--- src/rtl/dmem_arbiter.sv ---
// rtl/dmem_arbiter.sv - CPU/DMA arbiter for the single-port data memory.
// The CPU has priority, a starvation counter forces DMA slots, and locked DMA bursts are supported.
module dmem_arbiter #(
  parameter int MAX_WAIT  = 4,
  parameter int MAX_BURST = 8
) (
  input  logic        clk,
  input  logic        reset,
  input  logic        cpu_req,
  input  logic        cpu_we,
  input  logic [31:0] cpu_a,
  input  logic [31:0] cpu_wd,
  output logic [31:0] cpu_rd,
  output logic        cpu_stall,
  input  logic        dma_req,
  input  logic        dma_we,
  input  logic [31:0] dma_a,
  input  logic [31:0] dma_wd,
  input  logic        dma_lock,
  output logic        dma_gnt,
  output logic        dma_ack,
  output logic [31:0] dma_rd,
  output logic        mem_we,
  output logic [31:0] mem_a,
  output logic [31:0] mem_wd,
  input  logic [31:0] mem_rd
);

  typedef enum logic {ST_ARB, ST_BURST} state_t;

  localparam logic [3:0] LP_MAX_WAIT  = 4'(MAX_WAIT);
  localparam logic [4:0] LP_MAX_BURST = 5'(MAX_BURST);
  localparam bit         LP_CAN_BURST = (MAX_BURST > 1);

  state_t      r_state, w_state_nxt;
  logic [3:0]  r_wait_cnt, w_wait_nxt;
  logic [3:0]  r_beat_cnt, w_beat_nxt;
  logic        r_dma_ack;
  logic [31:0] r_dma_rd;
  logic        w_force, w_dma_gnt, w_cpu_gnt;
  logic [4:0]  w_beat_sum;

  always_comb begin
    w_state_nxt = r_state;
    w_wait_nxt  = r_wait_cnt;
    w_beat_nxt  = r_beat_cnt;
    w_force     = dma_req && (r_wait_cnt == LP_MAX_WAIT);
    w_dma_gnt   = 1'b0;
    w_cpu_gnt   = 1'b0;
    w_beat_sum  = 5'd0;
    case (r_state)
      ST_ARB: begin
        w_dma_gnt = dma_req && (!cpu_req || w_force);
        w_cpu_gnt = cpu_req && !w_dma_gnt;
        if (w_dma_gnt || !dma_req)
          w_wait_nxt = 4'd0;
        else if (r_wait_cnt != LP_MAX_WAIT)
          w_wait_nxt = r_wait_cnt + 4'd1;
        if (w_dma_gnt && dma_lock && LP_CAN_BURST) begin
          w_state_nxt = ST_BURST;
          w_beat_nxt  = 4'd1;
        end
      end
      ST_BURST: begin
        w_dma_gnt  = dma_req;
        w_cpu_gnt  = cpu_req && !dma_req;
        w_beat_sum = {1'b0, r_beat_cnt} + 5'(w_dma_gnt);
        // Leaving the burst re-arms the starvation window so the CPU gets its slots back.
        if (!dma_lock || !dma_req || (w_beat_sum == LP_MAX_BURST)) begin
          w_state_nxt = ST_ARB;
          w_wait_nxt  = 4'd0;
          w_beat_nxt  = 4'd0;
        end else begin
          w_beat_nxt = w_beat_sum[3:0];
        end
      end
      default: w_state_nxt = ST_ARB;
    endcase
    if (reset) begin
      w_dma_gnt = 1'b0;
      w_cpu_gnt = 1'b0;
    end
  end

  always_ff @(posedge clk) begin
    if (reset) begin
      r_state    <= ST_ARB;
      r_wait_cnt <= 4'd0;
      r_beat_cnt <= 4'd0;
      r_dma_ack  <= 1'b0;
      r_dma_rd   <= 32'd0;
    end else begin
      r_state    <= w_state_nxt;
      r_wait_cnt <= w_wait_nxt;
      r_beat_cnt <= w_beat_nxt;
      r_dma_ack  <= w_dma_gnt;
      if (w_dma_gnt && !dma_we)
        r_dma_rd <= mem_rd;
    end
  end

  assign dma_gnt   = w_dma_gnt;
  assign dma_ack   = r_dma_ack;
  assign dma_rd    = r_dma_rd;
  assign cpu_stall = cpu_req && !w_cpu_gnt && !reset;
  assign cpu_rd    = mem_rd;
  assign mem_a     = w_dma_gnt ? dma_a  : cpu_a;
  assign mem_wd    = w_dma_gnt ? dma_wd : cpu_wd;
  assign mem_we    = w_dma_gnt ? dma_we : (w_cpu_gnt && cpu_we);

endmodule

--- config.mk ---
export PLATFORM = sky130hd
export DESIGN_NAME = dmem_arbiter
export DESIGN_NICKNAME = d
export VERILOG_FILES = /design/src/rtl/dmem_arbiter.sv
export SDC_FILE = /design/constraint.sdc
export NUM_CORES = 1
export LEC_CHECK = 0
export CAP_MARGIN = 20
export CORE_AREA = 5 5 112 114
export CTS_BUF_LIST = sky130_fd_sc_hd__clkbuf_2
export DETAILED_ROUTE_END_ITERATION = 8
export DIE_AREA = 0 0 117 119
export PLACE_DENSITY = 0.75
export SLEW_MARGIN = 20
export SYNTH_ARGS = -nofsm -noshare
export SYNTH_HDL_FRONTEND = slang
export SYNTH_SLANG_ARGS = --single-unit
--- constraint.sdc ---
create_clock -name clk -period 3.9 [get_ports clk]
set_clock_uncertainty 0.1 [all_clocks]
set_input_delay 0.585 -clock clk [delete_from_list [all_inputs] [get_ports clk]]
set_output_delay 0.585 -clock clk [all_outputs]
set_load 0.03 [all_outputs]
==> impl_metrics.xml <==
<?xml version="1.0" encoding="UTF-8"?>
<metrics>
  <group name="sta">
    <metric name="max_freq" unit="MHz">283</metric>
    <metric name="report.final.slew_viol_count" unit="">0</metric>
    <metric name="final_worst_path_period_need" unit="ps">3530</metric>
    <metric name="timing.final.setup_violations" unit="">0</metric>
    <metric name="final.period_utilization" unit="%">90.6</metric>
    <metric name="grt_setup_unrepaired" unit="">no</metric>
    <metric name="timing.slew.headroom" unit="%">53.3</metric>
    <metric name="timing_worst_slew_pin_value" unit="ps">700</metric>
    <metric name="fin_worst_hold_slack" unit="ps">408</metric>
    <metric name="fin_tns_setup" unit="ps">0</metric>
    <metric name="finalHoldViolations" unit="">0</metric>
  </group>
  <group name="power_and_ir_drop">
    <metric name="vdd_ir_drop_max" unit="mV">0.155</metric>
    <metric name="leakagePower" unit="nW">2.07</metric>
    <metric name="power_density" unit="mW/mm2">227</metric>
  </group>
  <group name="clocking">
    <metric name="clkSinkCount" unit="">42</metric>
    <metric name="ctsHtreeMaxLevel" unit="">2</metric>
    <metric name="post-cts-setup-buffers" unit="">0</metric>
    <metric name="clk-insertion-delay-late" unit="ps">390</metric>
    <metric name="cts-resized-gates" unit="">0</metric>
    <metric name="cts-hold-fix-buffers" unit="">0</metric>
    <metric name="buffer_type_at_the_clock_tree_root" unit="">sky130_fd_sc_hd__clkbuf_2</metric>
    <metric name="cts.path.max_buffers" unit="">2</metric>
    <metric name="path_clk_slew" unit="ps">180</metric>
    <metric name="clock_tree_from_tritoncts" unit="">done</metric>
    <metric name="cts_buffers" unit="">5</metric>
  </group>
  <group name="final_layout">
    <metric name="syn_to_final_growth" unit="%">110</metric>
    <metric name="antennaDiodeCount" unit="">0</metric>
    <metric name="post_route_cells_drive_above_1_share" unit="%">9.84</metric>
    <metric name="post-route-cell-area" unit="mm2">0.00551</metric>
    <metric name="layout_commonest_cell" unit="">sky130_fd_sc_hd__clkdlybuf4s50_1</metric>
    <metric name="final_nets" unit="">678</metric>
    <metric name="fillCellCount" unit="">1058</metric>
    <metric name="mostFrequentLayoutCells" unit="">sky130_fd_sc_hd__clkdlybuf4s50_1, sky130_fd_sc_hd__dfxtp_1, sky130_fd_sc_hd__mux2_1</metric>
  </group>
  <group name="critical_path">
    <metric name="worstPathMaxFanout" unit="">23</metric>
    <metric name="worst_ep_required_time" unit="ps">3210</metric>
    <metric name="endpoint_kind" unit="">output port</metric>
    <metric name="worst-r2r-setup-slack" unit="ps">1600</metric>
    <metric name="criticalPathCategory" unit="">in2out</metric>
    <metric name="critical_path.startpoint_type" unit="">input port</metric>
    <metric name="cp.arrival" unit="ps">2850</metric>
  </group>
  <group name="logic_synthesis">
    <metric name="ys.warnings.count" unit="">0</metric>
    <metric name="synthDistinctLibCells" unit="">36</metric>
    <metric name="synth_area_leaders" unit="">sky130_fd_sc_hd__dfxtp_1, sky130_fd_sc_hd__mux2_1, sky130_fd_sc_hd__a22o_1, sky130_fd_sc_hd__mux2_2, sky130_fd_sc_hd__buf_4</metric>
    <metric name="post-synth-top-area-cell" unit="">sky130_fd_sc_hd__dfxtp_1</metric>
    <metric name="synth_sequential_area_ratio" unit="%">32.0</metric>
    <metric name="postSynthRegisterBits" unit="">42</metric>
    <metric name="netlist.area_leader.share" unit="%">32.0</metric>
    <metric name="synth_nets" unit="">413</metric>
    <metric name="synth_area" unit="mm2">0.00262</metric>
    <metric name="synthesis.instances" unit="">242</metric>
    <metric name="synth.avg_cell_area" unit="um2">10.8</metric>
  </group>
  <group name="placement">
    <metric name="globalplace.congestion" unit="">0.896</metric>
    <metric name="dp.final_hpwl" unit="mm">10.4</metric>
    <metric name="io_buffers" unit="">298</metric>
    <metric name="dpl_cell_area" unit="mm2">0.00547</metric>
  </group>
  <group name="floorplanning">
    <metric name="core.rowCount" unit="">39</metric>
    <metric name="fp.dieArea" unit="mm2">0.0139</metric>
    <metric name="fp.dieW" unit="um">117</metric>
    <metric name="start_util" unit="%">23.2</metric>
    <metric name="ios" unit="">299</metric>
    <metric name="die_y" unit="um">119</metric>
    <metric name="core_area" unit="mm2">0.0113</metric>
  </group>
  <group name="global_route">
    <metric name="number_of_antenna_violations_at_the_first_check_in_global_routing" unit="">0</metric>
    <metric name="first_global_vias" unit="">3212</metric>
    <metric name="grt_max_degree" unit="">33</metric>
    <metric name="grt_pass1_wl" unit="mm">17.6</metric>
    <metric name="grt.total_usage" unit="%">15.9</metric>
    <metric name="grt_overflow_total" unit="">0</metric>
  </group>
  <group name="drt">
    <metric name="dr.first_iter.drc_count" unit="">66</metric>
    <metric name="drt_pre_antenna_iters" unit="">4</metric>
    <metric name="viasPerCell" unit="">4.44</metric>
    <metric name="route.vias.total" unit="">2893</metric>
    <metric name="average_detailed_routed_wire_length_per_instance" unit="um">18.1</metric>
    <metric name="routed_wl" unit="mm">11.8</metric>
    <metric name="drc" unit="">0</metric>
    <metric name="ant_nets" unit="">0</metric>
  </group>
  <group name="worst_hold_path">
    <metric name="hold_class" unit="">reg2reg</metric>
  </group>
  <group name="run">
    <metric name="drv_cap" unit="">0</metric>
  </group>
  <group name="run_status">
    <metric name="outcome" unit="">complete, no violations</metric>
  </group>
</metrics>
[flip-flops by register name, summed over array words and instances (netlist names)]
name / cells
r_wait_cnt: 4
r_beat_cnt: 4
dma_ack: 1
r_state: 1
dma_rd: 32
[worst max-delay path: stages]
cell and delay, ps:
sky130_fd_sc_hd__clkdlybuf4s50_1 480, sky130_fd_sc_hd__nor2b_4 190, sky130_fd_sc_hd__a21boi_4 260, sky130_fd_sc_hd__buf_4 330, sky130_fd_sc_hd__mux2_1 370, sky130_fd_sc_hd__clkdlybuf4s50_1 600
[final timing paths]
kind | from | endpoint | cells past startpoint
worst max-delay path | dma_req | mem_a[26] | 6
worst min register to register | dma_rd[17]$_SDFFE_PP0P_ | dma_rd[17]$_SDFFE_PP0P_ | 1
worst min-delay path | dma_rd[17]$_SDFFE_PP0P_ | dma_rd[17]$_SDFFE_PP0P_ | 1
worst max register to register | r_wait_cnt[0]$_SDFFE_PP0P_ | dma_rd[25]$_SDFFE_PP0P_ | 7
[Yosys cell counts]
master,count
sky130_fd_sc_hd__a31oi_1,2
sky130_fd_sc_hd__a211o_1,1
sky130_fd_sc_hd__a22o_1,32
sky130_fd_sc_hd__nand3_1,5
sky130_fd_sc_hd__xnor2_1,1
sky130_fd_sc_hd__and3b_1,1
sky130_fd_sc_hd__a21boi_0,1
sky130_fd_sc_hd__o22ai_1,4
sky130_fd_sc_hd__a21oi_1,2
sky130_fd_sc_hd__buf_4,35
sky130_fd_sc_hd__o21ai_1,1
sky130_fd_sc_hd__o211ai_1,1
sky130_fd_sc_hd__buf_2,4
sky130_fd_sc_hd__ha_1,4
sky130_fd_sc_hd__mux2i_1,1
sky130_fd_sc_hd__nand3b_1,2
sky130_fd_sc_hd__buf_6,8
sky130_fd_sc_hd__a2111oi_0,1
sky130_fd_sc_hd__nor2b_4,2
sky130_fd_sc_hd__nor2_1,3
sky130_fd_sc_hd__nor2b_1,1
sky130_fd_sc_hd__or2_2,2
sky130_fd_sc_hd__dfxtp_1,42
sky130_fd_sc_hd__a21boi_4,1
sky130_fd_sc_hd__mux2_1,40
sky130_fd_sc_hd__and2_1,2
sky130_fd_sc_hd__inv_1,5
sky130_fd_sc_hd__a32oi_1,2
sky130_fd_sc_hd__o21ba_2,1
sky130_fd_sc_hd__nand2_1,4
sky130_fd_sc_hd__a211oi_1,2
sky130_fd_sc_hd__or4b_1,2
sky130_fd_sc_hd__xor2_1,1
sky130_fd_sc_hd__or2_1,1
sky130_fd_sc_hd__mux2_2,24
sky130_fd_sc_hd__nand2b_1,1
[per-stage QoR]
| step | setup WS (ps) | total power, mW | cells | util [%] |
|---|---|---|---|---|
| 2_1_floorplan | 1520 | 0.750 | 242 | - |
| 3_3_place_gp | 417 | 1.07 | 643 | 48.3 |
| 3_5_place_dp | 350 | 1.07 | 643 | 48.3 |
| 4_1_cts | 347 | 1.27 | 651 | 48.7 |
| 5_1_grt | 238 | 1.32 | 651 | 48.7 |
| 6_report | 366 | 1.25 | 651 | 48.7 |
[metal layers]
layer	GRT usage, %	share of wire [%]	vias up
li1	-	-	1388
met4	3.37	1.7	0
met3	5.22	9.8	18
met1	16.3	34	1354
met2	30.7	54	133
met5	0	0	-
[final cells by class]
| cell class | instances | area (um2) | area share, % |
|---|---|---|---|
| Clock buffer | 6 | 30.0 | 0.545 |
| Clock inverter | 2 | 13.8 | 0.250 |
| Inverter | 5 | 18.8 | 0.340 |
| Multi-Input combinational cell | 148 | 1390 | 25.3 |
| Sequential cell | 42 | 841 | 15.2 |
| Tap cell | 143 | 179 | 3.24 |
| Timing Repair Buffer | 305 | 3040 | 55.1 |
[logic make-up after synthesis]
logic type,after synthesis,synth area share (%)
mux,65,27.8
buf+inv,52,14.9
compound gates,51,16.3
flops,42,32.0
simple gates,26,6.34
fa+ha+maj,4,1.91
xor+xnor,2,0.668
[power breakdown]
part	leakage [nW]	total, mW	internal (mW)	switching [mW]
clock network	0.0330	0.190	0.0474	0.143
logic	1.70	0.609	0.330	0.279
registers	0.341	0.453	0.444	0.00823
No activity file was read; power rests on OpenSTA's default activity.
